### src/rtl/rv32i_alu.sv
// rv32i_alu: RV32I integer ALU with a combinational result/zero flag and a
// one-cycle registered copy of both for pipeline use.
module rv32i_alu #(
    parameter int XLEN = 32,
    parameter int SHW  = 5
) (
    input  logic            clk,
    input  logic            rst,
    input  logic [XLEN-1:0] in_0,
    input  logic [XLEN-1:0] in_1,
    input  logic [3:0]      operation,
    output logic [XLEN-1:0] out,
    output logic            zero,
    output logic [XLEN-1:0] out_q,
    output logic            zero_q
);

    typedef enum logic [3:0] {
        OP_ADD    = 4'h0,
        OP_SUB    = 4'h1,
        OP_XOR    = 4'h2,
        OP_OR     = 4'h3,
        OP_AND    = 4'h4,
        OP_LSR    = 4'h5,
        OP_LSL    = 4'h6,
        OP_ASR    = 4'h7,
        OP_PASS_1 = 4'h8,
        OP_SLT    = 4'h9,
        OP_SLTU   = 4'hA
    } alu_op_e;

    // Only the low SHW bits of operand B select the shift distance.
    logic [SHW-1:0] shamt;
    assign shamt = in_1[SHW-1:0];

    // Result select; reserved codes fall through to the zero default.
    always_comb begin
        // NOTE: assigning a default before the case keeps every path driven,
        // so no latch is inferred for unlisted or reserved codes.
        out = '0;
        case (operation)
            OP_ADD:    out = in_0 + in_1;
            OP_SUB:    out = in_0 - in_1;
            OP_XOR:    out = in_0 ^ in_1;
            OP_OR:     out = in_0 | in_1;
            OP_AND:    out = in_0 & in_1;
            OP_LSR:    out = in_0 >> shamt;
            OP_LSL:    out = in_0 << shamt;
            OP_ASR:    out = $signed(in_0) >>> shamt;
            OP_PASS_1: out = in_1;
            OP_SLT:    out = {{(XLEN-1){1'b0}}, ($signed(in_0) < $signed(in_1))};
            OP_SLTU:   out = {{(XLEN-1){1'b0}}, (in_0 < in_1)};
            default:   out = '0;
        endcase
    end

    assign zero = (out == '0);

    // Pipeline copy of result and flag; reset leaves a consistent zero pair.
    always_ff @(posedge clk) begin
        // NOTE: non-blocking assignments here so every register samples the
        // pre-edge values, independent of statement order.
        if (rst) begin
            out_q  <= '0;
            zero_q <= 1'b1;
        end else begin
            out_q  <= out;
            zero_q <= zero;
        end
    end

endmodule

### config.mk
export PLATFORM = sky130hd
export DESIGN_NAME = rv32i_alu
export DESIGN_NICKNAME = d
export VERILOG_FILES = /design/src/rtl/rv32i_alu.sv
export SDC_FILE = /design/constraint.sdc
export NUM_CORES = 1
export LEC_CHECK = 0
export ABC_CLOCK_PERIOD_IN_PS = 5510
export CAP_MARGIN = 40
export CORE_MARGIN = 4
export CORE_UTILIZATION = 54
export DETAILED_ROUTE_END_ITERATION = 8
export PLACE_DENSITY = 0.8
export SETUP_SLACK_MARGIN = 0.2
export SLEW_MARGIN = 40
export SYNTH_ARGS = -nofsm -noshare
export SYNTH_HDL_FRONTEND = slang
export SYNTH_SLANG_ARGS = --single-unit
### constraint.sdc
create_clock -name clk -period 5.51 [get_ports clk]
set_input_delay 1.102 -clock clk [delete_from_list [all_inputs] [get_ports clk]]
set_output_delay 1.102 -clock clk [all_outputs]
set_load 0.03 [all_outputs]
==> out/results.txt, run 1 <==
Initial Util - 0.5470
Root Driver - clkbuf_16
Post-DP HPWL - 51360 um
Number of synthesized register bits - 33
Vias in the first global route - 23280
GR Util All Layers - 0.7802
Area leader, netlist - ha_1
CTS Buffer Depth - 2
Status - stopped before the end
Yosys warning total - 0
Rows - 54
Stopped at - 5_1_grt
Post-synth top flop - dfxtp_1
Fraction of registers with async set/reset - 0
Top area cells in the synthesized netlist - ha_1 11%, mux4_2 8.9%, mux2i_1 5.8%, dfxtp_1 5.6%, nor2_1 4.7%
Dpl ws - -0.5817 ns
Largest net degree at the start of global routing - 38
Post-synth top area share - 0.1051
CTS Buf Count - 5
Chip Width - 156.5 um
Port bufs - 135
First-pass GRT wire length - 146700 um
Cells after Synth - 1669
First Err - [ERROR GRT-0116] Global routing finished with congestion. Check the congestion regions in the DRC Viewer.
Sequential area share after synthesis - 0.05551
Synth top cells by count - 149 x nor2_1, 117 x nand2_1, 109 x a21oi_1
Count leader, synth - nor2_1
Ports - 136
Netlist cell types - 88
H-tree lvl count - 2
Die height - 156.5 um
Synth Cell Area - 11900 um2
GPL Wtd Cong - 1.262
Post-DP Area - 17240 um2
Synthesized Nets - 1841
Syn Area/Cell - 7.130 um2
EDFF count, synth - 0
Gr ovfl total - 105
Clock sink total - 33
==> stage by stage <==
step / instances / util
4_1_cts: 2541 / 0.8597
3_5_place_dp: 2480 / 0.7923
3_3_place_gp: 2479 / 0.7918
2_1_floorplan: 1669 / -
==> routing by layer <==
| metal | overflow | track usage |
|---|---|---|
| met3 | 7 | 0.6726 |
| met2 | 55 | 0.9172 |
| met4 | 40 | 0.7450 |
| met5 | 0 | 0.4623 |
| met1 | 3 | 0.7742 |
==> kinds of logic after synthesis <==
kind of cell | synth area share
AO/OA/AOI/OAI | 0.3073
XOR/XNOR | 0.02282
adder cells (fa/ha/maj) | 0.1085
buffers and inverters | 0.08895
flip-flops | 0.05551
multiplexers | 0.1833
AND/OR/NAND/NOR | 0.2336
==> timing repair <==
action | 4_1_cts
pin swaps | 71
gates cloned | 4
buffers inserted | 49
hold buffers | 0
endpoints found under the setup margin | 23
gates resized for setup | 274
==> run 2, diff against run 1 <==
==> config.mk (replaced) <==
export PLATFORM = sky130hd
export DESIGN_NAME = rv32i_alu
export DESIGN_NICKNAME = d
export VERILOG_FILES = /design/src/rtl/rv32i_alu.sv
export SDC_FILE = /design/constraint.sdc
export NUM_CORES = 1
export LEC_CHECK = 0
export ABC_CLOCK_PERIOD_IN_PS = 7200
export CAP_MARGIN = 40
export CORE_MARGIN = 4
export CORE_UTILIZATION = 40
export DETAILED_ROUTE_END_ITERATION = 8
export PLACE_DENSITY_LB_ADDON = 0.15
export SLEW_MARGIN = 40
export SYNTH_ARGS = -nofsm -noshare
export SYNTH_HDL_FRONTEND = slang
export SYNTH_SLANG_ARGS = --single-unit
==> constraint.sdc (replaced) <==
create_clock -name clk -period 7.2 [get_ports clk]
set_input_delay 1.44 -clock clk [delete_from_list [all_inputs] [get_ports clk]]
set_output_delay 1.44 -clock clk [all_outputs]
set_load 0.03 [all_outputs]
==> run 2 against run 1 <==
Effect of this change:
- the run now ends clean
- synthesized cell count stayed put
- synthesized area stayed put
==> out/results.txt, run 2 <==
Status - finished clean
H-tree lvl count - 2 (unchanged)
Biggest regs - out_q x32, zero_q x1
Required @ worst endpoint - 5.76 ns
Fraction of registers with async set/reset - 0 (unchanged)
Most frequent cells in the layout - 185 x buf_4, 148 x nor2_1, 117 x nand2_1
Placed cells - 2206 (-11%)
Gr ovfl total - 0
Initial antenna violation count - 0
Root Driver - clkbuf_16
Final Max Slew Viols - 0
Maxcap violations - 0
Netlist cell types - 88 (unchanged)
Post-synth top flop - dfxtp_1
CTS Buffer Depth - 2 (unchanged)
DR WL/cell - 30.54 um
Total die area - 32570 um2
Fmax - 141.1 MHz
Synthesized Nets - 1841 (unchanged)
Ant diodes - 0
Post-DP Area - 14430 um2 (-16%)
Min cycle time layout - 7.085 ns
Max FO, Critical Path - 8
PwrDens - 114.2 nW/um2
RSZ-0062 raised after global routing - no
Area leader, netlist - ha_1
Via count - 15296
Maximum VDD drop - 0.00006788 V
CP endpoint - zero
Static leakage - 6.072 nW
Area of the core - 29010 um2
Max-slew headroom - 0.4184
Top area cells in the synthesized netlist - ha_1 11%, mux4_2 8.9%, mux2i_1 5.8%, dfxtp_1 5.6%, nor2_1 4.7%
Antenna Nets Post-Route - 0
Share of cells above drive strength 1 - 0.1705
EDFF count, synth - 0 (unchanged)
First-pass GRT wire length - 97470 um
Total power - 1.667 mW
Final hold slack - 2.049 ns
Port bufs - 135 (unchanged)
Sequential area share after synthesis - 0.05551 (unchanged)
Chip Width - 180.5 um (+15%)
Critical Path AT - 5.64 ns
Routed wire length - 67620 um
# Post-CTS Setup Buffers - 0 (-100%)
Syn Area/Cell - 7.130 um2 (unchanged)
Final-report hold violation count - 0
Non-Filler Instances - 2214
Ports - 136 (unchanged)
Synth Cell Area - 11900 um2 (unchanged)
Final instance area - 14600 um2
Count leader, synth - nor2_1
DRC viols - 0
Drt pass-1 iters - 8
Finished Core Util - 0.5032
Setup violators final - 0
Post-DP HPWL - 54950 um (+7.0%)
Area grow syn2layout - 22.69%
Tcrit/Tclk final - 0.9840
Most flop-heavy register - out_q
CTS tree - yes
GR Util All Layers - 0.3891
Cells after Synth - 1669 (unchanged)
Initial Util - 0.4102 (-0.1368)
Vias/cell - 6.909
Post-synth top area share - 0.1051 (unchanged)
Synth top cells by count - 149 x nor2_1, 117 x nand2_1, 109 x a21oi_1
Commonest non-fill, non-tap cell in the layout - buf_4
Rows - 62 (+15%)
Drt initial violations - 2323
Clock sink total - 33 (unchanged)
Die height - 180.5 um (+15%)
Critical Path Source - in_0[20]
Largest net degree at the start of global routing - 50
Worst-path clk slew - 0.05 ns
NumNets Final - 2001
CP Capture Type - output port
Max reg flops - 32
Number of synthesized register bits - 33 (unchanged)
HP Class - input port to register
Slew @ Worst Pin - 0.8691 ns
CP startpoint kind - input port
CTS Buf Count - 5 (unchanged)
WS Path Type - input port to output port
GPL Wtd Cong - 1.106 (-12%)
Vias in the first global route - 14281
Yosys warning total - 0 (unchanged)
[run 2: final cells by class]
cell class                 count  area, um2
tap                          384      480.5
sequential                    33      660.6
multi-input combinational   1377      10250
timing repair buffer         305       2675
inverter                     107      401.6
fill                        2984      14410
clock buffer                   8      136.4
[run 2: how the worst min path moves through the flow]
stage,start,endpoint,slack [ns],depth (start not counted)
after detailed placement,out_q[21],out_q[21],2.29,1
final,rst,out_q[5],2.05,2
after global routing,rst,out_q[15],2.11,2
after CTS,rst,out_q[15],2.09,2
after global placement,out_q[25],out_q[25],2.29,1
after floorplan,rst,out_q[26],1.65,2
[run 2: critical path, stage by stage]
cell and delay [ns]:
clkdlybuf4s50_1 0.80, buf_4 0.36, mux4_2 0.50, mux2_2 0.33
nor2_1 0.16, a311oi_1 0.13, nor3_1 0.23, o211ai_1 0.29
or3_1 0.45, nor4_1 0.40, nand4_1 0.22, nor2_1 0.15
buf_4 0.17
[run 2: routing by layer]
layer	vias up	wire [um]	share of wire	GRT usage
li1	6608	-	-	-
met1	7309	26430	0.39	0.5177
met2	1156	29540	0.44	0.6099
met3	223	7337	0.11	0.06258
met4	0	4323	0.064	0.1981
met5	-	0	0	0
[run 2: kinds of logic after synthesis]
group,count (synthesis),share of synthesized area
XOR/XNOR,31,0.02282
multiplexers,153,0.1833
flip-flops,33,0.05551
AO/OA/AOI/OAI,535,0.3073
buffers and inverters,259,0.08895
AND/OR/NAND/NOR,556,0.2336
adder cells (fa/ha/maj),102,0.1085
[run 2: stage by stage]
stage | setup slack, ns | setup TNS (ns)
floorplan | 0.1502 | 0
global placement | -0.2094 | -0.2094
detailed placement | -0.1713 | -0.1713
CTS | 0.07249 | 0
global route | 0.004318 | 0
finish | 0.1150 | 0
[run 2: power by group]
| group | switching, mW | internal (mW) |
|---|---|---|
| Sequential | 0.00351 | 0.199 |
| Combinational | 0.790 | 0.479 |
| Clock | 0.0674 | 0.128 |
| Total | 0.861 | 0.806 |
[run 2: timing repair]
action | CTS | global route
hold buffers | 0 | 0
endpoints found under the setup margin | 1 | 1
resized for setup | 1 | 3
gates cloned | 0 | 0
No activity file was read; power rests on OpenSTA's default activity.
